**src/rtl/pll_seq_pkg.sv**
```systemverilog
// pll_seq_pkg: shared state encoding and default timing constants for the PLL reset sequencer
package pll_seq_pkg;
  typedef enum logic [2:0] {PLL_RST, WAIT_LOCK, STABLE, RUN, FAULT} state_t;
  localparam int DEF_RST_CYCLES = 16;
  localparam int DEF_LOCK_TIMEOUT = 4096;
  localparam int DEF_STABLE_CYCLES = 256;
  localparam int DEF_MAX_RETRIES = 3;
  localparam int DEF_CNT_W = 16;
endpackage

```
**src/rtl/pll_reset_sequencer_bit_sync.sv**
```systemverilog
// bit_sync: two-flop synchronizer with synchronous active-low clear
module bit_sync (
  input  logic clk,
  input  logic sresetn,
  input  logic d,
  output logic q
);
  logic meta;
  always_ff @(posedge clk) {q, meta} <= sresetn ? {meta, d} : 2'b00;
endmodule

```
**src/rtl/pll_reset_sequencer.sv**
```systemverilog
// pll_reset_sequencer: PLL reset / lock-wait / stabilise / run sequencer with retry, fault and lock-loss counting
module pll_reset_sequencer
  import pll_seq_pkg::*;
#(
  parameter int RST_CYCLES    = DEF_RST_CYCLES,
  parameter int LOCK_TIMEOUT  = DEF_LOCK_TIMEOUT,
  parameter int STABLE_CYCLES = DEF_STABLE_CYCLES,
  parameter int MAX_RETRIES   = DEF_MAX_RETRIES,
  parameter int CNT_W         = DEF_CNT_W
) (
  input  logic       clk,
  input  logic       sresetn,
  input  logic       locked,
  input  logic       relock_req,
  output logic       pll_resetb,
  output logic       sys_resetn,
  output logic       ready,
  output logic       fault,
  output logic [7:0] lock_loss_count
);
  localparam int RW = $clog2(MAX_RETRIES + 2);
  localparam logic [CNT_W-1:0] RST_LAST = CNT_W'(RST_CYCLES - 1);
  localparam logic [CNT_W-1:0] TO_LAST = CNT_W'(LOCK_TIMEOUT - 1);
  localparam logic [CNT_W-1:0] ST_LAST = CNT_W'(STABLE_CYCLES - 1);
  localparam logic [RW-1:0] RETRY_MAX = RW'(MAX_RETRIES);
  logic lock_s;
  logic loss;
  state_t st, st_n;
  logic [CNT_W-1:0] cnt, cnt_n;
  logic [RW-1:0] retry, retry_n;
  bit_sync u_lock_sync (
    .clk(clk),
    .sresetn(sresetn),
    .d(locked),
    .q(lock_s)
  );
  assign loss = (st == RUN) && !lock_s;
  always_comb begin
    st_n = st;
    cnt_n = cnt + CNT_W'(1);
    retry_n = retry;
    case (st)
      PLL_RST: begin
        st_n = (cnt == RST_LAST) ? WAIT_LOCK : PLL_RST;
        cnt_n = (cnt == RST_LAST) ? '0 : cnt + CNT_W'(1);
      end
      WAIT_LOCK: begin
        if (lock_s) begin
          st_n = STABLE;
          cnt_n = '0;
        end else if (cnt == TO_LAST) begin
          st_n = (retry == RETRY_MAX) ? FAULT : PLL_RST;
          retry_n = (retry == RETRY_MAX) ? retry : retry + RW'(1);
          cnt_n = '0;
        end
      end
      STABLE: begin
        if (!lock_s) begin
          st_n = WAIT_LOCK;
          cnt_n = '0;
        end else if (cnt == ST_LAST) begin
          st_n = RUN;
          cnt_n = '0;
          retry_n = '0;
        end
      end
      RUN: begin
        st_n = (!lock_s || relock_req) ? PLL_RST : RUN;
        cnt_n = '0;
      end
      FAULT: begin
        st_n = relock_req ? PLL_RST : FAULT;
        retry_n = relock_req ? '0 : retry;
        cnt_n = '0;
      end
      default: begin
        st_n = PLL_RST;
        cnt_n = '0;
      end
    endcase
  end
  always_ff @(posedge clk) begin
    if (!sresetn) begin
      st <= PLL_RST;
      cnt <= '0;
      retry <= '0;
      pll_resetb <= 1'b0;
      sys_resetn <= 1'b0;
      ready <= 1'b0;
      fault <= 1'b0;
      lock_loss_count <= '0;
    end else begin
      st <= st_n;
      cnt <= cnt_n;
      retry <= retry_n;
      pll_resetb <= !(st_n == PLL_RST || st_n == FAULT);
      sys_resetn <= st_n == RUN;
      ready <= st_n == RUN;
      fault <= st_n == FAULT;
      lock_loss_count <= lock_loss_count + 8'(loss && lock_loss_count != 8'hFF);
    end
  end
endmodule

```
**config.mk**
```make
export PLATFORM = sky130hd
export DESIGN_NAME = pll_reset_sequencer
export DESIGN_NICKNAME = d
export VERILOG_FILES = /design/src/rtl/pll_seq_pkg.sv /design/src/rtl/pll_reset_sequencer_bit_sync.sv /design/src/rtl/pll_reset_sequencer.sv
export SDC_FILE = /design/constraint.sdc
export NUM_CORES = 1
export LEC_CHECK = 0
export ABC_CLOCK_PERIOD_IN_PS = 3000
export BUFFER_PORTS_ARGS = -buffer_cell sky130_fd_sc_hd__buf_2
export CORE_UTILIZATION = 62
export DETAILED_ROUTE_END_ITERATION = 6
export GPL_ROUTABILITY_DRIVEN = 1
export PLACE_DENSITY = 0.8
export REMOVE_ABC_BUFFERS = 1
export SLEW_MARGIN = 20
export SYNTH_ARGS = -nofsm -noshare
export SYNTH_HDL_FRONTEND = slang
export SYNTH_SLANG_ARGS = --single-unit
```
**constraint.sdc**
```tcl
create_clock -name clk -period 3 [get_ports clk]
set_input_delay 0.45 -clock clk [delete_from_list [all_inputs] [get_ports clk]]
set_output_delay 0.45 -clock clk [all_outputs]
set_load 0.02 [all_outputs]
```
Word level (Yosys, flattened, before mapping)
Index checks and enable logic that the tools add are counted.

word-level totals
  register bits after elaboration = 35
  input port bits = 4
  output and inout bits = 12
  word-level logic and storage cells = 61

operators by class
  $add $sub $neg = 3
  equal/unequal tests = 17
  muxes and demuxes = 22
  reductions and logical operators = 10

operators by type and width
  cell                                                   count
  two-way mux 16 bit                                     5
  case mux 16 bit (3 select lines)                       1
  two-way mux 3 bit                                      12
  adder 16 x 1 -> 16 bit, second input constant          1
  equality test 16 x 12 -> 1 bit, second input constant  1
  equality test 16 x 4 -> 1 bit, second input constant   1
  equality test 16 x 8 -> 1 bit, second input constant   1
  case mux 3 bit (5 select lines)                        1
  equality test 3 x 2 -> 1 bit, second input constant    4
  inequality test 2 bit, second input constant           5
  case mux 3 bit (3 select lines)                        1
  adder 8 x 1 -> 8 bit                                   1
  inequality test 8 bit, second input constant           1
  AND reduction 7 bit                                    1
  equality test 3 bit, second input constant             2
  zero test 3 bit                                        2
  adder 3 x 1 -> 3 bit, second input constant            1
  equality test 3 x 1 -> 1 bit, second input constant    1
  nonzero test 3 bit                                     1
  logical AND 1 bit                                      2
  zero test 1 bit                                        2
  logical OR 1 bit                                       2
  two-way mux 2 bit                                      1
  inequality test 2 x 1 -> 1 bit, second input constant  1
  two-way mux 1 bit                                      1

Depth between registers and ports, before layout
  word-level depth = 8
  gate-level depth with buffers = 8
  gate-level depth less buffers = 8

Cells and area by module
From an unflattened synthesis, not the netlist that was laid out.

second synthesis, totals
  cell total of the unflattened synthesis = 181
  area total of the unflattened synthesis = 1676.6 um^2

modules (own cells, without submodules)
  module               instances  cells an instance  area an instance (um^2)  sequential area each (um^2)
  pll_reset_sequencer  1          177                1624.1                   660.6
  bit_sync             1          4                  52.6                     40.0

Worst setup path after synthesis
OpenSTA, ideal clock, no wires.

  path type = register -> register
  from = reg cnt[14]
  to = reg cnt[10]
  library setup time = 0.115 ns
  data arrival time = 1.926 ns
  data required time = 2.885 ns
  setup slack = 0.959 ns
  stages on the path, launching flop included = 8
  buffers on the path = 2
  period minus slack after synthesis = 2.041 ns
  cell sequence = dfxtp_1 > or4_4 > buf_6 > o41ai_4 > o32ai_2 > a21oi_4 > buf_8 > nor2_2

on the way
  longest elaborated chain between the ends = 4
  elaborated cells on any way between the ends = 9
  classes of those cells = eq/ne (3); mux (6)

ends and longest elaborated chain
  item                                                                             line                                                  RTL
  start, declared                                                                  pll_reset_sequencer.sv:29                             logic [CNT_W-1:0] cnt, cnt_n;
  start signal, assigned                                                           pll_reset_sequencer.sv:94                             cnt <= cnt_n;
  equality test 16 x 8 -> 1 bit or equality test 16 x 12 -> 1 bit (tied branches)  pll_reset_sequencer.sv:61, pll_reset_sequencer.sv:51
  two-way mux 16 bit, on equally long branches                                     pll_reset_sequencer.sv:61, pll_reset_sequencer.sv:51
  two-way mux 16 bit, on equally long branches                                     pll_reset_sequencer.sv:58, pll_reset_sequencer.sv:48
  case mux 16 bit (3 select lines) *                                               pll_reset_sequencer.sv:42                             case (st)

Every way passes the cells marked *; elsewhere a longest branch is shown, timed or not.
A chain may end at the register's enable or synchronous reset.

Final worst setup path
  from = reg cnt[8]
  to = reg cnt[2]

The elaborated chain is that of the path after synthesis.

==> metrics.md <==
| Metric | Value |
|---|---|
| Worst hold path class | `input port to flip-flop` |
| Final min period | `2.31 ns` |
| Post-route setup TNS | `0 ns` |
| Total GRT Usage | `0.242` |
| Fmax | `434 MHz` |
| Antenna violations before repair | `0` |
| Hpwl dp | `2230 um` |
| DRT iter0 DRCs | `26` |
| Max-cap check violation count | `0` |
| WL/cell | `13.3 um` |
| CP arrival | `2.52 ns` |
| Post CTS Setup Buffer Count | `0` |
| Critical path required time | `3.21 ns` |
| WS Path Type | `flip-flop to flip-flop` |
| EDFF count, synth | `0` |
| Final period util | `0.769` |
| Actual slew at the worst max-slew pin | `0.572 ns` |
| Final Skew | `0.00806 ns` |
| Met3 WL | `93 um` |
| Slew Viols, Final | `0` |
| Die span in x | `54.3 um` |
| Post-synthesis sequential area ratio | `0.414` |
| Total power per unit cell area | `461 nW/um^2` |
| Max incr delay on CP | `0.64 ns` |
| Synth top area share | `0.414` |
| Slew headroom | `0.618` |
| Skew-Pair Late Insertion Delay | `0.34 ns` |
| Number of cell rows | `18` |
| Top delay family on crit path | `simple AND/OR/NAND/NOR gates` |
| Vias in the first global route | `1157` |
| Hold_buf cts | `0` |
| Static leakage | `0.698 nW` |
| CTS Sinks | `35` |
| Largest net degree at the start of global routing | `22` |
| Crit-path slowest cell | `or4_1` |
| Yosys top cell by area | `dfxtp_1` |
| Cell Chain, Critical Path | `or4_1 > nor4_1 > o32ai_2 > a21oi_4 > nor2_1` |
| Htree depth | `2` |
| WL final | `2990 um` |
| Avg Cell Area, Syn | `9.41 um^2` |
| CTS tree | `yes` |
| Placer congestion estimate | `0.911` |
| Area of the multi-input gates | `931 um^2` |
| GRT overflow | `0` |
| Post-synthesis async set-or-reset flop share | `0` |
| #FFs+latches synth | `35` |
| Number of distinct library cells after synthesis | `43` |
| Total power draw | `0.848 mW` |
| Max VDD drop | `0.539 mV` |
| Die Height | `54.3 um` |
| Ant. Diodes | `0` |
| Initial Util | `0.672` |
| Synth area leaders | `dfxtp_1 (41%), xnor2_1 (5.2%), xor2_1 (4.7%)` |
| Vias per inst | `5.68` |
| Critical path buffers and inverters | `0` |
| Critical Path End Type | `flip-flop` |
| DR vias | `1279` |
| Core Footprint | `2520 um^2` |
| Most frequent cells after synthesis | `dfxtp_1 (35), nand2_1 (13), nand3_1 (11), nor2_1 (11)` |
| Top-count cell post-synth | `dfxtp_1` |
| Setup crit start kind | `flip-flop` |
| TritonRoute pass-1 iters | `4` |
| Share of cells above drive strength 1 | `0.205` |
| Wl on met1 | `1520 um` |
| Max clock buf depth | `2` |
| CTS Buf Count | `5` |
| Top FF cell, synth | `dfxtp_1` |
| First-pass GRT wire length | `5070 um` |
| Met2 routed WL | `1360 um` |
| Clk slew on worst S/H paths | `0.10 ns` |
| RSZ-0062 raised after global routing | `no` |
| Final setup violation count | `0` |
| Synthesized area | `1690 um^2` |
| Run status | `finished, final reports clean` |
| Total area of sequential cells | `701 um^2` |
| Area grow syn2layout | `8.49%` |
| PortBufs | `15` |
| YS warnings | `0` |
| Top sig layer | `met4` |
| Post-route ant nets | `0` |
| Crit path max fanout | `16` |
| Num ports | `16` |
| R2r setup slk | `0.69 ns` |
| Drt drc | `0` |
| Mapped Cells | `180` |
| Hold Violations, Final | `0` |
| Final net count | `203` |
| # resized after CTS | `0` |
| Die ar. | `2950 um^2` |
| Fillers | `200` |
| Root Buffer | `clkbuf_4` |
sequential cells by signal, indices dropped and copies added, names as in the netlist:
signal            count
retry                 3
u_lock_sync.meta      1
ready                 1
cnt                  16
st                    3
pll_resetb            1
lock_loss_count       8
u_lock_sync.q         1
fault                 1
worst paths after layout:
kind	cells past startpoint	start	end
max reg2reg	5	cnt[8]	cnt[2]
max	5	cnt[8]	cnt[2]
min	2	locked	u_lock_sync.meta
min reg2reg	1	u_lock_sync.meta	u_lock_sync.q
through the flow:
stage          instance area (um^2)   util  instances  hold WS (ns)  setup slack [ns]
6_report                       1840  0.729        225         0.319             0.694
5_1_grt                        1840  0.729        225         0.305             0.516
4_1_cts                        1840  0.729        225         0.308             0.723
3_5_place_dp                   1750  0.694        217         0.423             0.752
3_3_place_gp                   1750  0.694        217         0.420             0.838
2_1_floorplan                  1640      -        172         0.412             0.952
report_power, final:
| part | switching (mW) | internal, mW | total (mW) |
|---|---|---|---|
| Combinational | 0.0142 | 0.00939 | 0.0236 |
| Clock | 0.154 | 0.197 | 0.351 |
| Sequential | 0.00416 | 0.469 | 0.473 |
layer usage:
metal / vias to the layer above / GRT usage
li1: 661 / -
met1: 596 / 0.324
met2: 20 / 0.370
met3: 2 / 0.0583
met4: 0 / 0.103
met5: - / 0
final cells by class:
| type | count | share of cell area |
|---|---|---|
| Timing Repair Buffer | 15 | 0.0408 |
| Clock buffer | 6 | 0.0279 |
| Inverter | 2 | 0.00408 |
| Clock inverter | 2 | 0.0191 |
| Sequential cell | 35 | 0.381 |
| Multi-Input combinational cell | 135 | 0.506 |
| Tap cell | 30 | 0.0204 |
cell usage in the layout (no fill, tap or decap), types with 3 or more instances in the layout:
cell type,n
xor2_1,9
nor3_1,3
nand3b_1,3
and3_1,3
nand2_1,13
nand4_1,4
o21ai_0,3
clkbuf_4,5
nor2_1,11
nand3_1,11
xnor2_1,10
a21oi_1,3
o211ai_1,3
buf_2,15
ha_1,5
nor2_2,10
o31ai_1,3
and2_1,8
nor3b_1,6
dfxtp_1,35
cell families (layout without fill, tap and decap cells):
family | after synthesis | after routing | share of synthesized area
AOI/OAI and AO/OA | 22 | 22 | 0.111
xor gates and xnor gates | 19 | 19 | 0.0982
adders and majority gates | 5 | 5 | 0.0369
buffers and inverters | 10 | 25 | 0.0369
DFF | 35 | 35 | 0.414
and+or+nand+nor | 89 | 89 | 0.304
No activity file was read; power rests on OpenSTA's default activity.
